## src/rtl/gray_to_rgb_mapper.sv

```systemverilog
// Grayscale/edge-magnitude to RGB expander with selectable colour mode, a two-stage stall-all
// valid/ready pipeline, frame-end tagging and a per-frame output pixel counter.
module gray_to_rgb_mapper #(
  parameter int unsigned IN_W  = 8,
  parameter int unsigned OUT_W = 8,
  parameter int unsigned CNT_W = 22
) (
  input  logic             clk,
  input  logic             rst,
  input  logic [IN_W-1:0]  grayscale_i,
  input  logic             done_i,
  input  logic             last_i,
  input  logic [1:0]       mode_i,
  input  logic [IN_W-1:0]  thresh_i,
  output logic             ready_o,
  output logic [OUT_W-1:0] red_o,
  output logic [OUT_W-1:0] green_o,
  output logic [OUT_W-1:0] blue_o,
  output logic             done_o,
  output logic             last_o,
  input  logic             ready_i,
  output logic [CNT_W-1:0] count_o
);

  typedef enum logic [1:0] {
    ModeReplicate = 2'd0,
    ModeThreshold = 2'd1,
    ModeInvert    = 2'd2,
    ModeHeat      = 2'd3
  } mode_e;

  localparam logic [OUT_W-1:0] MaxVal = '1;

  logic             adv;
  logic             accept;
  logic [OUT_W-1:0] scaled;

  logic             s1_valid_q;
  logic [OUT_W-1:0] s1_s_q;
  logic             s1_t_q;
  mode_e            s1_mode_q;
  logic             s1_last_q;

  logic [OUT_W-1:0] red_q, green_q, blue_q;
  logic [OUT_W-1:0] red_d, green_d, blue_d;
  logic             done_q;
  logic             last_q;
  logic [CNT_W-1:0] count_q, count_d;
  logic [OUT_W-1:0] heat_f;

  assign adv     = ready_i | ~done_q;
  assign ready_o = adv & ~rst;
  assign accept  = done_i & ready_o;

  // MSB replication into the extra low bits so full scale stays full scale.
  if (OUT_W == IN_W) begin : g_scale_eq
    assign scaled = grayscale_i;
  end else begin : g_scale_ext
    assign scaled = {grayscale_i, grayscale_i[IN_W-1 -: (OUT_W-IN_W)]};
  end

  assign heat_f = {s1_s_q[OUT_W-2:0], 1'b0};

  always_comb begin
    red_d   = '0;
    green_d = '0;
    blue_d  = '0;
    unique case (s1_mode_q)
      ModeReplicate: begin
        red_d   = s1_s_q;
        green_d = s1_s_q;
        blue_d  = s1_s_q;
      end
      ModeThreshold: begin
        red_d   = s1_t_q ? MaxVal : '0;
        green_d = s1_t_q ? MaxVal : '0;
        blue_d  = s1_t_q ? MaxVal : '0;
      end
      ModeInvert: begin
        red_d   = MaxVal - s1_s_q;
        green_d = MaxVal - s1_s_q;
        blue_d  = MaxVal - s1_s_q;
      end
      ModeHeat: begin
        // Lower half ramps green up / blue down, upper half ramps red up / green down.
        if (!s1_s_q[OUT_W-1]) begin
          green_d = heat_f;
          blue_d  = MaxVal - heat_f;
        end else begin
          red_d   = heat_f;
          green_d = MaxVal - heat_f;
        end
      end
      default: ;
    endcase
  end

  always_comb begin
    count_d = count_q;
    if (done_q && ready_i) begin
      count_d = last_q ? '0 : count_q + 1'b1;
    end
  end

  always_ff @(posedge clk) begin
    if (rst) begin
      s1_valid_q <= 1'b0;
      s1_s_q     <= '0;
      s1_t_q     <= 1'b0;
      s1_mode_q  <= ModeReplicate;
      s1_last_q  <= 1'b0;
      red_q      <= '0;
      green_q    <= '0;
      blue_q     <= '0;
      done_q     <= 1'b0;
      last_q     <= 1'b0;
      count_q    <= '0;
    end else begin
      if (adv) begin
        s1_valid_q <= accept;
        if (accept) begin
          s1_s_q    <= scaled;
          s1_t_q    <= (grayscale_i >= thresh_i);
          s1_mode_q <= mode_e'(mode_i);
          s1_last_q <= last_i;
        end
        done_q <= s1_valid_q;
        last_q <= s1_valid_q & s1_last_q;
        if (s1_valid_q) begin
          red_q   <= red_d;
          green_q <= green_d;
          blue_q  <= blue_d;
        end
      end
      count_q <= count_d;
    end
  end

  assign red_o   = red_q;
  assign green_o = green_q;
  assign blue_o  = blue_q;
  assign done_o  = done_q;
  assign last_o  = last_q;
  assign count_o = count_q;

endmodule

```

## config.mk

```make
export PLATFORM = sky130hd
export DESIGN_NAME = gray_to_rgb_mapper
export DESIGN_NICKNAME = d
export VERILOG_FILES = /design/src/rtl/gray_to_rgb_mapper.sv
export SDC_FILE = /design/constraint.sdc
export NUM_CORES = 1
export LEC_CHECK = 0
export CORE_MARGIN = 3
export CORE_UTILIZATION = 54
export CTS_CLUSTER_DIAMETER = 150
export DETAILED_ROUTE_END_ITERATION = 6
export MAX_ROUTING_LAYER = met4
export PLACE_DENSITY_LB_ADDON = 0.08
export SLEW_MARGIN = 10
export SYNTH_ARGS = -nofsm -noshare
export SYNTH_HDL_FRONTEND = slang
export SYNTH_SLANG_ARGS = --single-unit
```

## constraint.sdc

```tcl
create_clock -name clk -period 2.2 [get_ports clk]
set_input_delay 0.22 -clock clk [delete_from_list [all_inputs] [get_ports clk]]
set_output_delay 0.22 -clock clk [all_outputs]
set_load 0.1 [all_outputs]
```

* After elaboration in Yosys (flattened, before gate mapping)
Index checks and enable logic that the tools add are counted.
** Storage, ports and cells
- Logic and storage cells :: 36
- Output and inout bits :: 49
- Register bits :: 61
** Operators by class
- Equal/unequal tests :: 3
- Mux-type cells :: 8
- Reduce and logical (&&, ||, !) cells :: 4
- $lt $le $gt $ge :: 1
- Bitwise logic cells :: 6
- $add $sub $neg :: 3
** Operators by type and width (count)
- 8-bit case mux with 4 select lines :: 3
- 8-bit 2-to-1 mux :: 4
- 22-bit by 1-bit adder with 22-bit output (second input constant) :: 1
- 22-bit 2-to-1 mux :: 1
- 8-bit subtractor (first input constant) :: 2
- 8-bit greater-or-equal comparator :: 1
- 2-bit equality test (second input constant) :: 2
- 2-bit AND reduction :: 2
- 1-bit AND :: 3
- 2-bit by 1-bit equality test with 1-bit output (second input constant) :: 1
- 2-bit logical NOT :: 1
- 1-bit inverter :: 2
- 1-bit logical AND :: 1
- 1-bit OR :: 1

* Longest topological paths before layout
Gate-level depths: netlist of run 1.
- Depth after elaboration :: 5
- Depth in mapped cells :: 6
- Depth with buffers taken out :: 6

* Worst setup path before layout of run 1
Ideal clock, no wire load.
- Path type :: reg-to-output
- Start :: register done_q (netlist: done_o)
- End :: output port ready_o
- Data arrival time :: 2.336 ns
- Slack :: -0.356 ns
- Buffers on the path :: 0
- Cell stages (with the launch flop) :: 3
- Cell sequence :: dfxtp_1 > and2b_1 > nor2_1
** Between the ends
- Cells in the longest elaborated chain, start to end :: 3
** Ends and longest elaborated chain
- start: declaration :: line 46 : logic done_q;
- start signal: assignment :: line 127 : done_q <= s1_valid_q;
- 1-bit inverter :: line 51 : assign adv = ready_i | ~done_q;
- 1-bit OR :: line 51
- 1-bit AND :: line 52 : assign ready_o = adv & ~rst;
- end: declaration :: line 15 : output logic ready_o,
Every way passes these cells.

* Final worst setup path of run 1
- Start :: register count_q[5] (netlist: count_o[5])
- End :: register count_q[19] (netlist: count_o[19])
** Between the ends
- Cells in the longest elaborated chain, start to end :: 2
** Ends and longest elaborated chain
- start: declaration :: line 48 : logic [CNT_W-1:0] count_q, count_d;
- start signal: assignment :: line 135 : count_q <= count_d;
- 22-bit by 1-bit adder with 22-bit output :: line 101 : count_d = last_q ? '0 : count_q + 1'b1;
- 22-bit 2-to-1 mux :: line 101
Every way passes these cells.
A chain may end at the register's enable or synchronous reset.

==> results of run 1 <==
==> final cells by class <==
cell class                      instances  area share, %
Sequential cell                        61           31.9
Multi-Input combinational cell        269           42.8
Inverter                               16           1.56
Timing Repair Buffer                   80           17.3
Tap cell                               70           2.27
Clock inverter                          2          0.259
Clock buffer                           13           3.86
==> synthesized netlist by cell type <==
cell type	instances	area, um2
nand3_1	8	40.0
o31ai_1	10	75.1
nand4_1	7	43.8
xnor2_1	2	17.5
o21ai_0	10	50.1
or3_1	5	31.3
xor2_1	10	87.6
and3_1	3	18.8
ha_1	23	288
buf_2	8	40.0
and2_1	2	12.5
inv_1	16	60.1
nand3_4	1	17.5
nor2b_1	1	6.26
clkbuf_1	9	33.8
nand2_1	48	180
and4_1	4	35.0
and3_2	1	7.51
nor3_1	9	45.0
dfxtp_1	61	1220
a31o_2	1	8.76
nor3b_2	1	12.5
a311oi_1	1	8.76
o21ai_1	1	5.00
mux2i_1	3	30.0
nand2_2	1	6.26
nor2_1	50	188
and2b_1	1	7.51
or4_1	2	15.0
nand2b_1	15	93.8
nor3b_1	1	7.51
buf_6	2	22.5
or2b_1	1	7.51
a211oi_1	27	203
a31oi_1	1	6.26
a21oi_1	19	95.1
==> worst min-delay path: cells and delay by family <==
family          cells  cell delay (ns)
buf+inv             1             0.39
simple gates        1             0.05
compound gates      1             0.05
==> state kept, by name (all words and copies together) (netlist names) <==
register and count:
last_o 1, s1_s_q 8, s1_t_q 1, red_o 8, done_o 1, green_o 8, s1_mode_q 2, count_o 22
blue_o 8, s1_last_q 1, s1_valid_q 1
==> routing by layer <==
| metal | track usage, % | wire length (um) |
|---|---|---|
| met4 | 8.11 | 76 |
| met2 | 33.8 | 2990 |
| met1 | 30.8 | 3260 |
| met5 | - | 0 |
| met3 | 6.10 | 478 |
==> power by group through the flow <==
stage	combinational [mW]	sequential, mW	clock, mW
5_1_grt	0.644	1.22	0.911
6_report	0.602	1.21	0.831
3_5_place_dp	0.602	1.23	0
2_1_floorplan	0.195	1.48	0
4_1_cts	0.605	1.21	0.848
3_3_place_gp	0.593	1.23	0
==> path summary, 6_finish.rpt <==
path,startpoint,to,slack [ns],depth (start not counted)
max reg2reg,count_o[5],count_o[19],0.50,4
min,mode_i[0],s1_mode_q[0],0.43,3
max,count_o[5],count_o[19],0.50,4
min reg2reg,s1_t_q,s1_t_q,0.48,2
==> logic make-up (layout without fill, tap and decap cells) <==
logic type      after synthesis  in the layout  share of synthesized area (%)
fa+ha+maj                    23             23                           9.50
buf+inv                      35            111                           5.17
mux                           3              3                          0.992
compound gates               70             70                           14.9
simple gates                161            161                           25.6
flops                        61             61                           40.3
xor+xnor                     12             12                           3.47
==> metrics by stage <==
step	power [mW]	setup WS (ns)	hold slack (ns)	util, %
after floorplan	1.67	0.00906	0.328	-
after global placement	1.82	0.326	0.453	70.2
after detailed placement	1.84	0.272	0.469	70.2
after CTS	2.66	0.505	0.423	73.2
after global routing	2.77	0.366	0.455	73.2
final	2.64	0.504	0.429	73.2
==> impl_results.md, run 1 <==
* Gate power share at approximately 23%
* Antenna diodes at 0
* Setup_tns at 0 ns
* Vias in the first global route at between 2000 and 3000
* CP max-delay cell: and4_1
* Sequential share of the synthesized area at 40.3%
* CP Cell Sequence: and4_1 > nand4_1 > or3_1 > a21oi_1
* Core ar. at about 5300 um2
* Placed Cells at around 500
* Clk root buf: clkbuf_8
* Die width at a little over 80 um
* Multi-input gate area at between 1500 and 2000 um2
* DR vias at 2707
* Sw power at a little under 0.9 mW
* Area Growth Syn to Fin at 27.4%
* Die area at between 6000 and 7000 um2
* Maxcap violations at 0
* Status: finished, final reports clean
* Slew @ Worst Pin at 0.520 ns
* CP Capture Type: flop
* Unique cell type count in the Yosys netlist at 36
* Fmax at around 600 MHz
* WL final at between 6 and 7 mm
* Synth Instances at around 370
* DRC at 0
* Synth warn at 0
* First-pass GRT wire length at approximately 11 mm
* Clk_skew at 0.00677 ns
* Final min period at ~1.7 ns
* Switching Share at 33.2%
* Slowest stage delay, CP at 0.43 ns
* Mean post-synth cell area at slightly above 8 um2
* Filler cell count at 453
* CP required at roughly 2.5 ns
* CP top delay family: simple AND/OR/NAND/NOR gates
* CP Class: flop to flop
* Synthesis-stage register bit count at between 60 and 70
* Final setup vio count at 0
* Routed length per instance at ~13 um
* Part of the power in registers at about 46%
* Internal power consumption at between 1.5 and 2 mW
* Final std cells w/o fill at between 500 and 600
* Clock share of power at 31.4%
* Clock tree buffer depth at 2
* FP Rows at 26
* Starting DRT DRC Count at between 150 and 200
* Synthesized cell area at roughly 3000 um2
* Grt ovf at 0
* Clock sinks at 61
* Htree depth at 3
* Starting Density at 57.5%
* DP HPWL at around 5 mm
* Layout cells sized above 1 at about a fifth
* Total GRT Usage at 23.1%
* Num CTS Buffers at 9
* PostCTS Resize Cnt at 0
* Tightest Hold Check Type: input port to flop
* PD cells at ~700 nW/um2
* RSZ-0062 raised after global routing: false
* Register area at roughly 1200 um2
* Critical path launch point type: flop
* WP data arrival at just under 2 ns
* Skew-Pair Late Insertion Delay at roughly 0.33 ns
* Commonest cells after routing, fill and taps aside: buf_4 (57), dfxtp_1 (53), nor2_1 (49), nand2_1 (48), a211oi_1 (27)
* DR vias/cell at 5.30
* Dpl cell area at 3700 um2
* Commonest non-fill, non-tap cell in the layout: buf_4
* Fin. Hold Viols at 0
* Synth Net Count at 411
* Antenna viol nets, final at 0
* Crit path max fanout at 9
* Initial antenna violation count at 0
* I/O pin count at between 70 and 80
* Peak VDD IR at just over 400 uV
* Post-CTS Repair Setup Buffers at 0
* Port Buffers at 71
* Largest net degree at the start of global routing at 26
* Max Slew Vio Count at 0
* Buf/Inv on CP at 0
* Finished Cell Area at slightly below 4000 um2
* Rel. slew slack at roughly 65%
* Tcrit/Tclk final at around 77%
* DRT Pass-1 Iters at 4
* Final GP Congestion at roughly 0.76
* Pleak at between 1.5 and 2 nW
* Layout Nets at between 400 and 500
* Clock transition at path regs at around 0.060 ns
* Hold buffers post-CTS at 0
* Die Ht at just over 80 um
* CTS tree: built
(Power assumes the default switching activity.)
==> inputs of run 2 (changes only) <==
CORE_UTILIZATION = 50   (was 54)
clock period = 1.6 ns   (was 2.2 ns; I/O delays follow)
==> impl_results.md, run 2 (synthesis gave the netlist of run 1 again) <==
* Top Layer Used: met4
* Max reg flops at 22 (unchanged)
* Total GRT Usage at 25.4% (+2.3 points)
* Clock sinks at 61 (unchanged)
* First-pass GRT wire length at 14.0 mm (+23%)
* Commonest non-fill, non-tap cell in the layout: buf_12
* Post-Place Worst Slack at -0.282 ns (-0.554 ns)
* Max Slew Vio Count at 0 (unchanged)
* Antenna diodes at 0 (unchanged)
* Core ar. at 5680 um2 (+7.7%)
* Fmax at 651 MHz (+10%)
* Rel. slew slack at 71.9% (+6.6 points)
* CP Cell Sequence: and4_2 > nand2_2 > or4_1 > a21oi_1
* Layout Nets at 505 (+4.6%)
* CP top delay family: simple AND/OR/NAND/NOR gates
* Critical path launch point type: flop
* CTS tree: built
* Htree depth at 3 (unchanged)
* Finished Cell Area at 4810 um2 (+25%)
* Crit path max fanout at 7 (-2)
* CP max-delay cell: or4_1
* Routed length per instance at 15.4 um (+16%)
* Gate power share at 24.1% (+1.3 points)
* WL final at 8.24 mm (+21%)
* Total power draw at 4.24 mW (+60%)
* Antenna viol nets, final at 0 (unchanged)
* Initial antenna violation count at 0 (unchanged)
* I/O pin count at 72 (unchanged)
* DR vias at 2981 (+10%)
* PD cells at 881 nW/um2 (+29%)
* Placed Cells at 519 (+4.6%)
* Largest net degree at the start of global routing at 26 (unchanged)
* Starting DRT DRC Count at 110 (-39%)
* Part of the power in registers at 39.3% (-6.5 points)
* CP Capture Type: flop
* Skew-Pair Late Insertion Delay at 0.35 ns (+0.02 ns)
* Slew @ Worst Pin at 0.421 ns (-0.0989 ns)
* Layout cells sized above 1 at 28.2% (+9.2 points)
* Setup_tns at 0 ns (unchanged)
* Tightest Hold Check Type: input port to flop
* Switching Share at 30.8% (-2.4 points)
* Internal power consumption at 2.93 mW (+66%)
* WL met3 at 352 um (-26%)
* Peak VDD IR at 872 uV (+110%)
* Clock share of power at 36.6% (+5.2 points)
* DRC at 0 (unchanged)
* Clk_skew at 0.00823 ns (+0.00146 ns)
* Tcrit/Tclk final at 96.0% (+19 points)
* Final min period at 1.54 ns (-0.161 ns)
* DP HPWL at 6.00 mm (+21%)
* CP Class: flop to flop
* Grt ovf at 0 (unchanged)
* Final GP Congestion at 0.854 (+12%)
* DR vias/cell at 5.56 (+5.0%)
* CP required at 1.87 ns (-0.59 ns)
* Hold slack at 0.295 ns (-0.134 ns)
* FP Rows at 27 (+3.8%)
* Final setup vio count at 0 (unchanged)
* Maxcap violations at 0 (unchanged)
* Buf/Inv on CP at 0 (unchanged)
* Sw power at 1.31 mW (+49%)
* Pleak at 1.90 nW (+19%)
* Starting Density at 53.4% (-4.1 points)
* Die area at 7030 um2 (+7.4%)
* Die Ht at 83.8 um (+3.6%)
* Vias in the first global route at 2981 (+18%)
* DRT Pass-1 Iters at 4 (unchanged)
* Port Buffers at 71 (unchanged)
* Dpl cell area at 4560 um2 (+23%)
* Fin. Hold Viols at 0 (unchanged)
* Clk root buf: clkbuf_8
* Clock transition at path regs at 0.07 ns (about the same)
* RSZ-0062 raised after global routing: false
* Clock tree buffer depth at 2 (unchanged)
* Commonest cells after routing, fill and taps aside: buf_12 (52), nor2_1 (49), nand2_1 (47), dfxtp_1 (37), buf_4 (28)
* Num CTS Buffers at 9 (unchanged)
* Post-layout util at 84.8% (+12 points)
* Status: finished, final reports clean
* Area Growth Syn to Fin at 59.0%
* Metal1 wirelength at 3.18 mm (-2.6%)
* Worst Slack Setup Final at 0.0643 ns (-0.439 ns)
* WP data arrival at 1.81 ns (-0.15 ns)
* Met2 routed WL at 4.48 mm (+50%)
* Slowest stage delay, CP at 0.51 ns (+0.08 ns)
* Final std cells w/o fill at 536 (+4.9%)
* Die width at 83.8 um (+3.6%)
## run 2: cell types whose count changed in the layout (fill, tap and decap cells not counted), sizes merged
cell           previous run  this run
clkdlybuf4s50            22        21
bufinv                    0         2
buf                      58        80
clkbuf                   13        12
dlygate4sd2               0         1
## run 2: worst min-delay path: stages
cell           delay, ns
dlygate4sd2_1       0.29
nand3_1             0.10
a21oi_1             0.05
## run 2: layout make-up
class                      count  area [um2]
clock buffer                  12         155
fill                         324         862
inverter                      16        60.1
multi-input combinational    269        1680
tap                           72        90.1
clock inverter                 4        70.1
sequential                    61        1290
timing repair buffer         102        1470
## run 2: what timing repair did
item	in CTS	in global routing
hold buffers	0	0
setup buffers	1	0
endpoints found under the setup margin	4	29
gates resized for setup	1	8
pin swaps	1	0
## run 2: power groups by stage
stage          Clock (mW)  Combinational, mW  Sequential (mW)
2_1_floorplan           0              0.269             2.01
3_3_place_gp            0              0.989             1.70
3_5_place_dp            0               1.01             1.70
4_1_cts              1.58               1.02             1.66
5_1_grt              1.65               1.09             1.68
6_report             1.55               1.02             1.67
## run 2: path summary, 6_finish.rpt
kind | depth (start not counted) | from | slack, ns | endpoint
setup / recovery | 4 | count_o[7] | 0.06 | count_o[16]
hold / removal | 3 | ready_i | 0.30 | count_o[1]
setup reg to reg | 4 | count_o[7] | 0.06 | count_o[16]
hold reg to reg | 2 | s1_t_q | 0.49 | s1_t_q
## run 2: per-layer routing
metal,vias up,track usage (%)
met3,24,6.12
li1,1455,-
met4,0,9.50
met1,1414,25.8
met2,88,47.0
met5,-,-
==> inputs of run 3 (changes only) <==
CELL_PAD_IN_SITES_DETAIL_PLACEMENT = 1   (was default)
CELL_PAD_IN_SITES_GLOBAL_PLACEMENT = 2   (was default)
CORE_UTILIZATION = 36   (was 50)
DONT_BUFFER_PORTS = 1   (was default)
HOLD_SLACK_MARGIN = 0.1   (was default)
==> impl_results.md, run 3 (synthesis gave the netlist of run 1 again) <==
* Critical path launch point type: flop
* Fin. Hold Viols at 0 (unchanged)
* CP Capture Type: flop
* Setup_tns at 0 ns (unchanged)
* Final setup vio count at 0 (unchanged)
* Final GP Congestion at 0.773 (-9.5%)
* Layout cells sized above 1 at 25.9% (-2.3 points)
* Max reg flops at 22 (unchanged)
* Clock transition at path regs at 0.07 ns (about the same)
* WL final at 8.15 mm (-1.2%)
* Layout Nets at 485 (-4.0%)
* WP data arrival at 1.77 ns (-0.04 ns)
* Placed Cells at 516 (-0.58%)
* WL met3 at 378 um (+7.4%)
* Crit path max fanout at 7 (unchanged)
* DRT Pass-1 Iters at 4 (unchanged)
* DRC at 0 (unchanged)
* Metal1 wirelength at 3.61 mm (+14%)
* Antenna viol nets, final at 0 (unchanged)
* CP Class: flop to flop
* Slew @ Worst Pin at 0.445 ns (+0.0241 ns)
* Tcrit/Tclk final at 94.1% (-1.8 points)
* Num CTS Buffers at 9 (unchanged)
* DP HPWL at 5.96 mm (-0.66%)
* Clk_skew at 0.00640 ns (-0.00183 ns)
* Final min period at 1.51 ns (-0.0294 ns)
* Status: finished, final reports clean
* Starting DRT DRC Count at 68 (-38%)
* FP Rows at 32 (+19%)
* Area Growth Syn to Fin at 33.8%
* Fmax at 664 MHz (+2.0%)
* PD cells at 973 nW/um2 (+10%)
* R2R Setup Slk at 0.09 ns (+0.03 ns)
* Commonest cells after routing, fill and taps aside: buf_4 (64), nor2_1 (49), nand2_1 (47), dfxtp_1 (39), a211oi_1 (27)
* Starting Density at 38.2% (-15 points)
* Port Buffers at 0 (-100%)
* First-pass GRT wire length at 14.0 mm (about the same)
* Largest net degree at the start of global routing at 41 (+58%)
* Total GRT Usage at 18.3% (-7.1 points)
* Final std cells w/o fill at 546 (+1.9%)
* Tightest Hold Check Type: input port to flop
* Grt ovf at 0 (unchanged)
* RSZ-0062 raised after global routing: true
* DR vias at 2790 (-6.4%)
* Pleak at 1.66 nW (-13%)
* Antenna diodes at 0 (unchanged)
* Core ar. at 7930 um2 (+40%)
* Maxcap violations at 0 (unchanged)
* Initial antenna violation count at 0 (unchanged)
* Htree depth at 3 (unchanged)
* CP required at 1.86 ns (about the same)
* CTS tree: built
* I/O pin count at 72 (unchanged)
* Clk root buf: clkbuf_8
* Commonest non-fill, non-tap cell in the layout: buf_4
* Clock tree buffer depth at 2 (unchanged)
* Die area at 9550 um2 (+36%)
* DR vias/cell at 5.11 (-8.1%)
* Die Ht at 97.7 um (+17%)
* Vias in the first global route at 2896 (-2.9%)
* Routed length per instance at 14.9 um (-3.0%)
* Top Layer Used: met4
* Die width at 97.7 um (+17%)
* Peak VDD IR at 420 uV (-52%)
* Met2 routed WL at 4.01 mm (-10%)
* Max Slew Vio Count at 0 (unchanged)
* Skew-Pair Late Insertion Delay at 0.33 ns (-0.02 ns)
* Clock sinks at 61 (unchanged)
* Rel. slew slack at 70.3% (-1.6 points)
## run 3: cell count changes in the layout (fill, tap and decap cells not counted)
| cell | previous run | this run |
|---|---|---|
| dlygate4sd2_1 | 1 | 0 |
| buf_6 | 0 | 1 |
| a211oi_2 | 1 | 0 |
| a211oi_1 | 26 | 27 |
| buf_4 | 28 | 64 |
| dlygate4sd3_1 | 0 | 13 |
| nor2_4 | 1 | 0 |
| dfxtp_2 | 10 | 8 |
| clkdlybuf4s50_1 | 21 | 0 |
| buf_12 | 52 | 4 |
| dfxtp_1 | 37 | 39 |
| clkbuf_8 | 11 | 9 |
| clkinv_1 | 0 | 2 |
| nor2_2 | 0 | 1 |
## run 3: layout make-up
class | count | area (um2)
fillers | 959 | 3880
multi-input cells | 269 | 1670
inverters | 16 | 60.1
flip-flops and latches | 61 | 1280
well taps | 102 | 128
clock buffers | 10 | 128
clock inverters | 6 | 77.6
repair buffers | 82 | 702
## run 3: repair_timing
item	in CTS	in global routing
hold buffers	14	0
endpoints found under the setup margin	0	15
setup buffers	0	0
gates resized for setup	0	5
hold endpoints to repair	43	0
## run 3: worst paths after layout
kind         cells after the start         from           to
max                              5   count_o[0]  count_o[20]
min                              2          rst       last_o
max reg2reg                      5   count_o[0]  count_o[20]
min reg2reg                      2  count_o[18]  count_o[18]
## run 3: power by group
group / switching (mW) / leakage (nW) / internal, mW
Clock: 0.596 / 0.105 / 0.862
Sequential: 0.0610 / 0.514 / 1.57
Combinational: 0.602 / 1.04 / 0.246
Total: 1.26 / 1.66 / 2.68
## run 3: per-layer routing
layer,track usage (%),vias up
met3,4.67,12
met1,21.4,1302
met4,5.11,0
li1,-,1416
met5,-,-
met2,31.2,60
## run 3: worst max-delay path, stage by stage, from the launching register on
cell and delay (ns):
dfxtp_4 0.37, ha_4 0.11, and3_2 0.21, nand3_4 0.11
or4_1 0.47, a21oi_1 0.16
## run 3: per-stage QoR
| stage | hold WS [ns] | setup slack [ns] | util [%] | area, um2 | total power, mW |
|---|---|---|---|---|---|
| CTS | 0.112 | 0.0381 | 51.0 | 4040 | 3.99 |
| finish | 0.115 | 0.0937 | 51.1 | 4050 | 3.94 |
| global placement | 0.228 | 0.0923 | 46.5 | 3680 | 2.46 |
| detailed placement | 0.231 | 0.0571 | 46.5 | 3680 | 2.47 |
| global route | 0.120 | -0.000509 | 51.1 | 4050 | 4.13 |
| floorplan | 0.268 | -0.145 | - | 3110 | 2.28 |
